<file path="src/rtl/ram_arb.sv">
// ram_arb: two-requester round-robin arbiter and sequencer for the single
// RAM/IO access port in front of the RAM decoder (RAM0-RAM7 at 0x00-0x07,
// IO65 at 0x41).
//
// Ports
//   clk, n_reset                  clock (rising edge), async active-low reset
//   cpu_req/we/ad/wd -> cpu_ack/rd requester 0 (CPU core)
//   dbg_req/we/ad/wd -> dbg_ack/rd requester 1 (debug/loader), dbg_err
//   ram_ad, ram_wd, ram_we        access port towards the decoder
//   ram_rd                        decoder read data, stable RD_LAT edges
//                                 after ram_ad changes
//   busy                          high whenever the sequencer is not idle
//   owner                         current or last granted requester (1 = DBG)
//
// Optional feature (macro DBG_WP_EN): DBG writes outside RAM0-RAM7 are
// suppressed (no ram_we) and flagged on dbg_err together with dbg_ack.
// With the macro undefined, dbg_err stays 0 and every write passes through.
//
// state  | meaning
// IDLE   | port free, requests sampled, grant on this edge
// ACCESS | address/data driven; write ends after one cycle, read waits cnt
// DONE   | ACK cycle; return to IDLE on the next edge
module ram_arb #(
    parameter int ADDR_W = 8,
    parameter int DATA_W = 16,
    parameter int RD_LAT = 1
) (
    input  logic              clk,
    input  logic              n_reset,
    input  logic              cpu_req,
    input  logic              cpu_we,
    input  logic [ADDR_W-1:0] cpu_ad,
    input  logic [DATA_W-1:0] cpu_wd,
    output logic              cpu_ack,
    output logic [DATA_W-1:0] cpu_rd,
    input  logic              dbg_req,
    input  logic              dbg_we,
    input  logic [ADDR_W-1:0] dbg_ad,
    input  logic [DATA_W-1:0] dbg_wd,
    output logic              dbg_ack,
    output logic [DATA_W-1:0] dbg_rd,
    output logic              dbg_err,
    output logic [ADDR_W-1:0] ram_ad,
    output logic [DATA_W-1:0] ram_wd,
    output logic              ram_we,
    input  logic [DATA_W-1:0] ram_rd,
    output logic              busy,
    output logic              owner
);

    typedef enum logic [1:0] {
        IDLE   = 2'd0,
        ACCESS = 2'd1,
        DONE   = 2'd2
    } state_t;

    state_t            state_q, state_d;
    logic [1:0]        cnt_q, cnt_d;
    logic              last_q, last_d;
    logic              op_we_q, op_we_d;
    logic              op_prot_q, op_prot_d;
    logic              owner_d;
    logic [ADDR_W-1:0] ram_ad_d;
    logic [DATA_W-1:0] ram_wd_d;
    logic              ram_we_d;
    logic              cpu_ack_d, dbg_ack_d, dbg_err_d;
    logic [DATA_W-1:0] cpu_rd_d, dbg_rd_d;

    logic              win;
    logic              sel_we;
    logic [ADDR_W-1:0] sel_ad;
    logic [DATA_W-1:0] sel_wd;
    logic              prot;

    // Under contention the requester that was not granted last wins.
    always_comb begin
        if (cpu_req && dbg_req)
            win = ~last_q;
        else
            win = dbg_req;
        sel_we = win ? dbg_we : cpu_we;
        sel_ad = win ? dbg_ad : cpu_ad;
        sel_wd = win ? dbg_wd : cpu_wd;
    end

`ifdef DBG_WP_EN
    // Only RAM0-RAM7 are writable from the debug side.
    assign prot = win & sel_we & (|sel_ad[ADDR_W-1:3]);
`else
    assign prot = 1'b0;
`endif

    assign busy = (state_q != IDLE);

    always_comb begin
        state_d   = state_q;
        cnt_d     = cnt_q;
        last_d    = last_q;
        op_we_d   = op_we_q;
        op_prot_d = op_prot_q;
        owner_d   = owner;
        ram_ad_d  = ram_ad;
        ram_wd_d  = ram_wd;
        ram_we_d  = 1'b0;
        cpu_ack_d = 1'b0;
        dbg_ack_d = 1'b0;
        dbg_err_d = 1'b0;
        cpu_rd_d  = cpu_rd;
        dbg_rd_d  = dbg_rd;

        case (state_q)
            IDLE: begin
                if (cpu_req || dbg_req) begin
                    ram_ad_d  = sel_ad;
                    ram_wd_d  = sel_wd;
                    ram_we_d  = sel_we & ~prot;
                    owner_d   = win;
                    last_d    = win;
                    op_we_d   = sel_we;
                    op_prot_d = prot;
                    cnt_d     = 2'(RD_LAT);
                    state_d   = ACCESS;
                end
            end
            ACCESS: begin
                if (op_we_q) begin
                    if (owner) begin
                        dbg_ack_d = 1'b1;
                        dbg_err_d = op_prot_q;
                    end else begin
                        cpu_ack_d = 1'b1;
                    end
                    state_d = DONE;
                end else if (cnt_q == 2'd0) begin
                    if (owner) begin
                        dbg_rd_d  = ram_rd;
                        dbg_ack_d = 1'b1;
                    end else begin
                        cpu_rd_d  = ram_rd;
                        cpu_ack_d = 1'b1;
                    end
                    state_d = DONE;
                end else begin
                    cnt_d = cnt_q - 2'd1;
                end
            end
            DONE: begin
                state_d = IDLE;
            end
            default: begin
                state_d = IDLE;
            end
        endcase
    end

    always_ff @(posedge clk or negedge n_reset) begin
        if (!n_reset) begin
            state_q   <= IDLE;
            cnt_q     <= 2'd0;
            last_q    <= 1'b1;
            op_we_q   <= 1'b0;
            op_prot_q <= 1'b0;
            owner     <= 1'b0;
            ram_ad    <= '0;
            ram_wd    <= '0;
            ram_we    <= 1'b0;
            cpu_ack   <= 1'b0;
            dbg_ack   <= 1'b0;
            dbg_err   <= 1'b0;
            cpu_rd    <= '0;
            dbg_rd    <= '0;
        end else begin
            state_q   <= state_d;
            cnt_q     <= cnt_d;
            last_q    <= last_d;
            op_we_q   <= op_we_d;
            op_prot_q <= op_prot_d;
            owner     <= owner_d;
            ram_ad    <= ram_ad_d;
            ram_wd    <= ram_wd_d;
            ram_we    <= ram_we_d;
            cpu_ack   <= cpu_ack_d;
            dbg_ack   <= dbg_ack_d;
            dbg_err   <= dbg_err_d;
            cpu_rd    <= cpu_rd_d;
            dbg_rd    <= dbg_rd_d;
        end
    end

endmodule

</file>
<file path="config.mk">
export PLATFORM = sky130hd
export DESIGN_NAME = ram_arb
export DESIGN_NICKNAME = d
export VERILOG_FILES = /design/src/rtl/ram_arb.sv
export SDC_FILE = /design/constraint.sdc
export NUM_CORES = 1
export LEC_CHECK = 0
export ABC_AREA = 1
export BUFFER_PORTS_ARGS = -buffer_cell sky130_fd_sc_hd__buf_2
export CORE_UTILIZATION = 50
export CTS_BUF_LIST = sky130_fd_sc_hd__clkbuf_8
export DETAILED_ROUTE_END_ITERATION = 10
export PLACE_DENSITY = 0.79
export SYNTH_ARGS = -nofsm -noshare
export SYNTH_HDL_FRONTEND = slang
export SYNTH_SLANG_ARGS = --single-unit
</file>
<file path="constraint.sdc">
create_clock -name clk -period 3.1 [get_ports clk]
set_input_delay 0.62 -clock clk [delete_from_list [all_inputs] [get_ports clk]]
set_output_delay 0.62 -clock clk [all_outputs]
set_load 0.02 [all_outputs]
</file>
==> metrics.md, run 1 <==
| Metric | Value |
|---|---|
| Synth cell types | `20` |
| Fillers | `between 500 and 600` |
| Largest area contributor in the netlist | `dfrtp_1` |
| Initial Util | `0.525` |
| Final Util | `0.668` |
| CP arrival | `~1.2 ns` |
| Worst EP required | `roughly 2.5 ns` |
| Setup Buffers After CTS | `0` |
| PD cells | `around 1100 nW/um^2` |
| Largest net degree at the start of global routing | `37` |
| Iter 0 DRT Violations | `116` |
| Worst Setup End Kind | `output port` |
| Post-synthesis cell area | `3170 sq um` |
| Syn Inst Count | `401` |
| Clock root cell | `clkbuf_8` |
| Cell with the most instances after synthesis | `nand2_1` |
| Number of port buffers | `130` |
| Max Cap Viol | `0` |
| Critical Path Start Type | `register` |
| TritonCTS clock tree | `yes` |
| Cts hold-fix bufs | `0` |
| CP startpoint | `state_q[1]` |
| Hold violation total from the final report | `0` |
| Cts repair resizes | `0` |
| Compound-Gate Fraction of Synth Area | `0.00158` |
| Synth Register Bits | `between 60 and 70` |
| Worst hold path type | `in -> async` |
| Crit-path max FO | `4` |
| First-pass GRT wire length | `around 12,000 um` |
| N_diodes | `0` |
| CP Cell Sequence | `inv_1 > nand2_1 > buf_2` |
| Setup CP Type | `reg -> out` |
| Dpl hpwl | `between 5000 and 6000 um` |
| Status | `complete, no violations` |
| Vias per cell | `between 4 and 5` |
| R2R Path End | `op_we_q` |
| Total GRT Usage | `0.237` |
| Multiplexer share of the synthesized area | `0` |
| First drt pass iteration count | `4` |
| Die footprint | `approximately 6700 sq um` |
| CTS Buf Count | `9` |
| Final period util | `0.579` |
| Synth Area in Simple Gates | `0.351` |
| Io pins | `132` |
| Max-slew headroom at the worst pin | `0.364` |
| Post-synth net total | `472` |
| Post-DRT Antenna Nets | `0` |
| Fraction of layout instances using a drive strength above 1 | `0.302` |
| Synth cell count leaders | `151 x nand2_1, 85 x nand3_1, 65 x dfrtp_1, 59 x inv_1, 8 x buf_4` |
| WL final | `about 7400 um` |
| Leak pwr | `2.47 nW` |
| Clock Skews | `~0.0081 ns` |
| Reg2Reg Depth | `5` |
| Antenna violations before repair | `0` |
| Top FF cell, synth | `dfrtp_1` |
| Post-Syn Area per Cell | `a little under 8 sq um` |
| Top cells by area, synth | `dfrtp_1 51%, nand2_1 18%, nand3_1 13%` |
| Hold WS | `~0.33 ns` |
| Number of flops mapped to enable cells by yosys | `0` |
| Largest family of logic cells by synthesized area | `simple AND/OR/NAND/NOR gates` |
| Asr flop ratio synth | `1.00` |
| Yosys warnings | `0` |
| Adder-Cell Fraction of Synth Area | `0.00395` |
| R2r setup slk | `about 1.4 ns` |
| Core box area | `around 6000 sq um` |
| Row cnt | `28` |
| Clock sink count | `66` |
| XOR/XNOR Fraction of Synth Area | `0` |
| Area delta synth->final | `27.2%` |
| Crit path largest cell delay | `~0.44 ns` |
| Clk slew on worst S/H paths | `about 0.070 ns` |
| R2r startpoint | `last_q` |
| Die X | `81.6 um` |
| Highest clock rate | `between 0.5 and 0.6 GHz` |
| CTS Buffer Depth | `2` |
| Final setup viols | `0` |
| Critical Path End | `busy` |
| DR WL/cell | `between 10 and 15 um` |
| RSZ-0062 raised after global routing | `no` |
| Final TNS setup | `0 ns` |
| Yosys top cell area share | `0.514` |
| H-Tree Depth | `3` |
| Vias in the first global route | `approximately 2,600` |
| Crit-path slowest cell | `dfrtp_1` |
| Final Max Tran Viols | `0` |
| Die Ht | `81.6 um` |
| Routed vias | `between 2,000 and 3,000` |
| Worst-margin pin slew | `roughly 0.95 ns` |
| Post-synthesis sequential area ratio | `0.522` |
| Post-route minimum period | `roughly 1.8 ns` |
| Clock Latency Late Sink | `0.33 ns` |
| Congestion Overflow GR | `0` |
| GPL Wtd Cong | `between 0.7 and 0.8` |
| Final net count | `just under 600` |
| VDD IR max | `between 0.6 and 0.7 mV` |
| Drt drc | `0` |
-- power breakdown --
group / switching, mW / internal [mW]
logic: 1.37 / 0.615
registers: 0.264 / 1.30
clock network: 0.318 / 0.517
total: 1.95 / 2.43
-- logic make-up (layout without fill, tap and decap cells) --
logic type / Yosys count / after routing
other cells: 1 / 1
flops: 66 / 66
simple gates: 252 / 252
compound gates: 1 / 1
fa+ha+maj: 1 / 1
buf+inv: 80 / 209
-- flip-flops by register name, indices dropped and copies added (netlist names) --
register,count
last_q,1
cnt_q,2
cpu_rd,16
ram_we,1
state_q,2
ram_ad,8
dbg_ack,1
cpu_ack,1
ram_wd,16
dbg_rd,16
op_we_q,1
owner,1
-- critical path, delay by kind of cell (launching register included) --
kind / cells / cell delay [ns]
buf+inv: 2 / 0.27
flops: 1 / 0.44
simple gates: 1 / 0.13
-- final cells by class --
| cell class | instances | area (sq um) | area share |
|---|---|---|---|
| flip-flops and latches | 66 | 1650 | 0.411 |
| multi-input cells | 255 | 1130 | 0.281 |
| repair buffers | 133 | 686 | 0.170 |
| inverters | 60 | 225 | 0.0559 |
| clock buffers | 12 | 165 | 0.0410 |
| well taps | 75 | 93.8 | 0.0233 |
| clock inverters | 4 | 72.6 | 0.0180 |
-- layout by cell type, fill, tap and decap left out, types with 2 or more instances in the layout --
| cell type | count |
|---|---|
| nand2_2 | 2 |
| nand2_4 | 2 |
| buf_2 | 130 |
| dfrtp_1 | 65 |
| clkbuf_8 | 12 |
| bufinv_16 | 2 |
| inv_1 | 59 |
| nor2_4 | 4 |
| nand3_1 | 85 |
| nor3_1 | 2 |
| buf_4 | 2 |
| nand2_1 | 151 |
| nor2_1 | 4 |
-- metrics by stage --
step	std cells	worst slack, ns	instance area [sq um]	power [mW]
2_1_floorplan	401	1.75	3170	2.95
3_3_place_gp	589	1.20	3790	3.51
3_5_place_dp	589	1.13	3790	3.56
6_report	605	1.30	4030	4.38
4_1_cts	605	1.29	4030	4.40
5_1_grt	605	1.22	4030	4.71
-- per-layer routing --
metal  part of all wire  vias up  track usage
li1                   -     1472            -
met2               0.45      133        0.383
met4              0.013        0       0.0667
met3              0.077       13       0.0600
met1               0.46     1310        0.316
met5                  0        -            0
-- worst min-delay path by stage --
stage / start / endpoint / cells after the start
floorplan: n_reset / cnt_q[0] / 0
global placement: cpu_rd[2] / cpu_rd[2] / 2
detailed placement: cpu_rd[8] / cpu_rd[8] / 2
CTS: n_reset / dbg_rd[1] / 1
global route: n_reset / dbg_rd[1] / 1
finish: n_reset / dbg_rd[1] / 1
Power figures use the tool's default switching activity.
==> run 2, diff against run 1 <==
==> constraint.sdc (replaced) <==
create_clock -name clk -period 1.82 [get_ports clk]
set_input_delay 0.364 -clock clk [delete_from_list [all_inputs] [get_ports clk]]
set_output_delay 0.364 -clock clk [all_outputs]
set_load 0.02 [all_outputs]
==> run 2 against run 1 <==
Combinational power is 76% higher. Utilization is 0.66 points higher. Cell count is 1.3% higher. Sequential share of layout area is 0.40 points lower. Register-to-register slack worse by 0.96 ns. Clock-buffer cell count stayed put. Wire length is 0.15% lower. Critical path depth stayed put. Power is 66% higher. Via count is 3.3% higher. Design area is 0.99% higher.
==> metrics.md, run 2 (same netlist as run 1, synthesis figures left out) <==
| Metric | Value |
|---|---|
| Status | `complete, no violations` |
| Clock Skews | `0.00889 ns (+0.000750 ns)` |
| CTS Buf Count | `9 (unchanged)` |
| Die Ht | `81.6 um (unchanged)` |
| Leak pwr | `2.49 nW (+0.92%)` |
| Final period util | `0.843` |
| RSZ-0062 raised after global routing | `no` |
| Setup Buffers After CTS | `0 (unchanged)` |
| Row cnt | `28 (unchanged)` |
| Vias in the first global route | `2,673 (+1.5%)` |
| Layout Cells excl Fill | `613 (+1.3%)` |
| Initial Util | `0.525 (unchanged)` |
| PD cells | `1790 nW/um^2 (+64%)` |
| Crit-path max FO | `4 (unchanged)` |
| Final net count | `604 (+1.3%)` |
| Post-DRT Antenna Nets | `0 (unchanged)` |
| CP arrival | `1.17 ns (about the same)` |
| Grt peak-use layer | `met2` |
| DR WL/cell | `12.1 um (-1.5%)` |
| Post-route minimum period | `~1.5 ns` |
| Setup CP Type | `reg -> out` |
| Vias per cell | `4.94 (+2.0%)` |
| M2 GR Usage | `0.373 (-0.0100)` |
| Largest registers | `cpu_rd: 16 flops, dbg_rd: 16 flops, ram_wd: 16 flops` |
| Area delta synth->final | `28.5%` |
| Pre-CTS setup slack | `0.424 ns (-0.704 ns)` |
| Grt met1 use | `0.290 (-0.0261)` |
| First-pass GRT wire length | `11,800 um (-1.1%)` |
| Congestion Overflow GR | `0 (unchanged)` |
| Antenna violations before repair | `0 (unchanged)` |
| Iter 0 DRT Violations | `103 (-11%)` |
| Number of port buffers | `130 (unchanged)` |
| Worst EP required | `1.46 ns (-1.02 ns)` |
| Most frequent cells in the layout | `151 x nand2_1, 130 x buf_2, 85 x nand3_1, 65 x dfrtp_1, 59 x inv_1` |
| Final Max Tran Viols | `0 (unchanged)` |
| Clock sink count | `66 (unchanged)` |
| Die X | `81.6 um (unchanged)` |
| Final Cell Area | `4070 sq um (+0.99%)` |
| Max Cap Viol | `0 (unchanged)` |
| Critical Path Start Type | `register` |
| First drt pass iteration count | `4 (unchanged)` |
| H-Tree Depth | `3 (unchanged)` |
| Final setup viols | `0 (unchanged)` |
| Hold WS | `0.267 ns (-0.0592 ns)` |
| Most common cell after layout, fill and taps aside | `nand2_1` |
| Worst hold path type | `in -> reg` |
| Hold violation total from the final report | `0 (unchanged)` |
| Dpl hpwl | `5490 um (+3.4%)` |
| N_diodes | `0 (unchanged)` |
| GPL Wtd Cong | `0.755 (-2.6%)` |
| Fraction of layout instances using a drive strength above 1 | `0.310 (+0.00852)` |
| Die footprint | `6650 sq um (unchanged)` |
| Drt drc | `0 (unchanged)` |
| Placed instance count | `596 (+1.2%)` |
| TritonCTS clock tree | `yes` |
| CTS Buffer Depth | `2 (unchanged)` |
| Core box area | `6030 sq um (unchanged)` |
| Final WS setup | `0.286 ns (-1.02 ns)` |
| Io pins | `132 (unchanged)` |
| Largest net degree at the start of global routing | `40 (+8.1%)` |
| Final TNS setup | `0 ns (unchanged)` |
| Final Util | `0.675 (+0.00665)` |
| Routed vias | `3,026 (+3.3%)` |
| Highest clock rate | `0.652 GHz` |
| Clock root cell | `clkbuf_8` |
| Met3 GRT Util | `0.0567 (-0.00333)` |
| WL final | `7400 um (-0.15%)` |
| Placed Instance Area | `3870 sq um (+2.0%)` |
| Clk slew on worst S/H paths | `0.07 ns (about the same)` |
| Clock Latency Late Sink | `0.34 ns (about the same)` |
| VDD IR max | `0.957 mV (+40%)` |
| Total power | `7.28 mW (+66%)` |
| Worst Setup End Kind | `output port` |
| Total GRT Usage | `0.233 (-0.00382)` |
-- run 2: critical path, stage by stage, from the launching register on --
cell and delay (ns):
dfrtp_1 0.44, inv_1 0.08, nand2_1 0.13, buf_2 0.19
-- run 2: where the power goes --
| part | internal, mW | switching (mW) |
|---|---|---|
| logic | 1.15 | 2.34 |
| clock network | 0.601 | 0.546 |
| registers | 2.22 | 0.429 |
| total | 3.97 | 3.31 |
-- run 2: final cells by class --
class                           count  area [sq um]
Timing Repair Buffer              141           773
Sequential cell                    66          1650
Clock inverter                      4          25.0
Multi-Input combinational cell    255          1130
Inverter                           60           225
Clock buffer                       12           165
Fill cell                         520          1960
Tap cell                           75          93.8
-- run 2: metal layers --
| metal | routed length (um) | share of wire |
|---|---|---|
| met1 | 3290 | 0.44 |
| met3 | 611 | 0.083 |
| met5 | 0 | 0 |
| met4 | 181 | 0.024 |
| met2 | 3320 | 0.45 |
-- run 2: worst paths after layout --
path	startpoint	endpoint	slack, ns	cells after the start
worst min register to register	dbg_rd[15]	dbg_rd[15]	0.47	2
max in group asynchronous	n_reset	last_q	0.97	3
worst min-delay path	ram_rd[12]	dbg_rd[12]	0.27	3
worst max-delay path	state_q[1]	busy	0.29	3
worst max register to register	cnt_q[0]	dbg_rd[4]	0.41	7
min in group asynchronous	n_reset	cpu_rd[1]	0.37	2
-- run 2: what timing repair did --
action | CTS | global route
resized for setup | 0 | 0
hold endpoints to repair | 1 | 0
hold buffers | 1 | 0
==> run 3, diff against run 2 <==
==> config.mk (replaced) <==
export PLATFORM = sky130hd
export DESIGN_NAME = ram_arb
export DESIGN_NICKNAME = d
export VERILOG_FILES = /design/src/rtl/ram_arb.sv
export SDC_FILE = /design/constraint.sdc
export NUM_CORES = 1
export LEC_CHECK = 0
export ABC_AREA = 0
export BUFFER_PORTS_ARGS = -buffer_cell sky130_fd_sc_hd__buf_2
export CORE_UTILIZATION = 44
export CTS_BUF_LIST = sky130_fd_sc_hd__clkbuf_8
export DETAILED_ROUTE_END_ITERATION = 10
export PLACE_DENSITY = 0.75
export SYNTH_ARGS = -nofsm -noshare
export SYNTH_HDL_FRONTEND = slang
export SYNTH_SLANG_ARGS = --single-unit
==> constraint.sdc (replaced) <==
create_clock -name clk -period 1.3 [get_ports clk]
set_input_delay 0.26 -clock clk [delete_from_list [all_inputs] [get_ports clk]]
set_output_delay 0.26 -clock clk [all_outputs]
set_load 0.02 [all_outputs]
==> run 3 against run 2 <==
Sequential power up 34%. The run now ends with negative setup slack left. Clock-buffer cell count is 2 lower. First-iteration DRC count down 41%. Cell count is 26% lower. Largest power group unchanged. Worst hold slack lost 0.16 ns. Utilization increased by 0.75 points. Die area up 3.7%. Combinational power grew 54%. Synthesized cell count decreased by 46%. Setup slack lost 0.46 ns. Largest cell class unchanged.
==> metrics.md, run 3 <==
| Metric | Value |
|---|---|
| Largest family of logic cells by synthesized area | `multiplexers` |
| Most frequent cells in the layout | `128 x buf_2, 64 x dfrtp_1, 26 x a21oi_1, 25 x a31oi_1` |
| Synth cell count leaders | `65 x dfrtp_1, 27 x a21oi_1, 26 x a31oi_1, 26 x mux2i_1, 22 x mux2_2` |
| Largest area contributor in the netlist | `dfrtp_1` |
| Post-route minimum period | `approximately 1.5 ns` |
| First-pass GRT wire length | `11,500 um (-2.4%)` |
| Syn Inst Count | `217 (-46%)` |
| Antenna violations before repair | `0 (unchanged)` |
| Clock root cell | `clkbuf_8` |
| Drt drc | `0 (unchanged)` |
| Fillers | `470 (-9.6%)` |
| Setup CP Type | `reg -> reg` |
| H-Tree Depth | `3 (unchanged)` |
| Post-synthesis cell area | `2890 sq um (-8.7%)` |
| Final Util | `0.682 (+0.00753)` |
| Adder-Cell Fraction of Synth Area | `0.00433 (+0.000375)` |
| Total GRT Usage | `0.215 (-0.0188)` |
| Critical Path Start Type | `register` |
| Multi-input logic area | `1240 sq um (+9.5%)` |
| Post-Syn Area per Cell | `13.3 sq um (+69%)` |
| Final net count | `444 (-26%)` |
| Congestion Overflow GR | `0 (unchanged)` |
| Die Ht | `83.1 um (+1.8%)` |
| Yosys top cell area share | `0.563 (+0.0487)` |
| GPL Wtd Cong | `0.733 (-2.9%)` |
| CTS Buffer Depth | `2 (unchanged)` |
| Worst hold path type | `in -> reg` |
| Worst Setup End Kind | `register` |
| CTS Buf Count | `9 (unchanged)` |
| Highest clock rate | `roughly 0.68 GHz` |
| Sequential Area | `1650 sq um (about the same)` |
| Clock Skews | `0.00644 ns (-0.00245 ns)` |
| Clk slew on worst S/H paths | `0.07 ns (about the same)` |
| Final period util | `1.13` |
| N_diodes | `0 (unchanged)` |
| Post-DRT Antenna Nets | `0 (unchanged)` |
| Synth Register Bits | `66 (unchanged)` |
| Final Max Tran Viols | `0 (unchanged)` |
| Worst EP required | `1.52 ns (+0.06 ns)` |
| Crit-path max FO | `8 (+4)` |
| Synth Area in Simple Gates | `0.0363 (-0.314)` |
| Most common cell after layout, fill and taps aside | `buf_2` |
| Routed vias | `2,334 (-23%)` |
| Max Cap Viol | `0 (unchanged)` |
| Asr flop ratio synth | `1.00 (unchanged)` |
| Io pins | `132 (unchanged)` |
| PD cells | `2460 nW/um^2 (+38%)` |
| XOR/XNOR Fraction of Synth Area | `0 (unchanged)` |
| Final setup viols | `59 (+59)` |
| Number of flops mapped to enable cells by yosys | `0 (unchanged)` |
| Compound-Gate Fraction of Synth Area | `0.113 (+0.111)` |
| VDD IR max | `1.42 mV (+49%)` |
| Area delta synth->final | `49.8%` |
| Final TNS setup | `-5.64 ns (-5.64 ns)` |
| Top cells by area, synth | `dfrtp_1 56%, mux2i_1 9.0%, mux2_2 8.6%` |
| Cell with the most instances after synthesis | `dfrtp_1` |
| Initial Util | `0.455 (-0.0700)` |
| Vias per cell | `5.13 (+3.9%)` |
| Failing checks | `negative setup slack` |
| WL final | `6990 um (-5.5%)` |
| Clock Latency Late Sink | `0.34 ns (about the same)` |
| CP arrival | `1.70 ns (+0.53 ns)` |
| Fraction of layout instances using a drive strength above 1 | `0.624 (+0.314)` |
| Iter 0 DRT Violations | `61 (-41%)` |
| Leak pwr | `2.14 nW (-14%)` |
| Clock sink count | `66 (unchanged)` |
| Dpl hpwl | `4440 um (-19%)` |
| Hold violation total from the final report | `0 (unchanged)` |
| Top FF cell, synth | `dfrtp_1` |
| Die footprint | `6900 sq um (+3.7%)` |
| Final WS setup | `-0.175 ns (-0.461 ns)` |
| Multiplexer share of the synthesized area | `0.228 (+0.228)` |
| Synth cell types | `27 (+35%)` |
| Die X | `83.1 um (+1.8%)` |
| Status | `finished with violations` |
| Post-synth net total | `288 (-39%)` |
| Largest registers | `cpu_rd: 16 flops, dbg_rd: 16 flops, ram_wd: 16 flops` |
| DR WL/cell | `15.4 um (+27%)` |
| Largest net degree at the start of global routing | `49 (+23%)` |
| TritonCTS clock tree | `yes` |
| Vias in the first global route | `2,241 (-16%)` |
| First drt pass iteration count | `4 (unchanged)` |
| Post-synthesis sequential area ratio | `0.572 (+0.0495)` |
| Core box area | `6350 sq um (+5.4%)` |
| RSZ-0062 raised after global routing | `yes` |
| Row cnt | `29 (+3.6%)` |
| R2r setup slk | `-0.18 ns (-0.59 ns)` |
| Number of port buffers | `130 (unchanged)` |
| Yosys warnings | `0 (unchanged)` |
==> run 3: worst paths after layout <==
kind                                start    endpoint  depth (start not counted)
worst max-delay path             cnt_q[1]  cpu_rd[12]                          5
worst min-delay path              cpu_req      last_q                          2
worst max register to register   cnt_q[1]  cpu_rd[12]                          5
worst min register to register  dbg_rd[5]   dbg_rd[5]                          1
max in group asynchronous         n_reset  ram_wd[11]                          3
min in group asynchronous         n_reset  state_q[1]                          2
==> run 3: final cells by class <==
cell class | count | share of cell area
clock inverters | 6 | 0.0150
well taps | 77 | 0.0222
inverters | 4 | 0.00347
clock buffers | 10 | 0.0318
repair buffers | 163 | 0.260
flip-flops and latches | 66 | 0.382
multi-input cells | 129 | 0.286
==> run 3: logic make-up (layout without fill, tap and decap cells) <==
family,count (synthesis),count (layout)
flops,66,66
fa+ha+maj,1,1
mux,58,58
buf+inv,22,183
compound gates,56,56
simple gates,13,13
other cells,1,1
==> run 3: power by group <==
part	total (mW)	internal, mW	switching (mW)	leakage [nW]
registers	3.54	3.02	0.525	0.778
clock network	1.77	0.941	0.824	0.103
logic	5.36	2.56	2.80	1.26
==> run 3: through the flow <==
stage                     hold slack [ns]  power (mW)  area [sq um]  setup slack (ns)  std cells
after floorplan                   -0.0356        6.39          2920            -0.157        217
after global placement              0.191        7.90          3730            -0.142        423
after detailed placement            0.193        8.04          3730            -0.190        423
after CTS                          0.0824        10.4          4220            -0.173        452
after global routing                0.113        11.3          4330            -0.209        455
final                               0.112        10.7          4330            -0.175        455
==> run 3: critical path: stages, from the launching register on <==
cell	delay, ns
dfrtp_1	0.39
inv_2	0.07
ha_4	0.14
and4bb_4	0.30
buf_12	0.15
mux2_4	0.30
==> run 3: repair_timing <==
item | CTS | global route
hold buffers | 1 | 0
gates cloned | 5 | 1
pin swaps | 7 | 8
buffers inserted | 7 | 4
endpoints found under the setup margin | 62 | 63
endpoints found under the hold margin | 12 | 0
gates resized for setup | 25 | 17
==> run 3: routing by layer <==
| metal | routed length (um) | vias up | GRT usage |
|---|---|---|---|
| met5 | 0 | - | 0 |
| met4 | 53 | 0 | 0.0564 |
| met3 | 584 | 5 | 0.0706 |
| met2 | 3150 | 128 | 0.324 |
| met1 | 3200 | 1091 | 0.298 |
| li1 | - | 1110 | - |
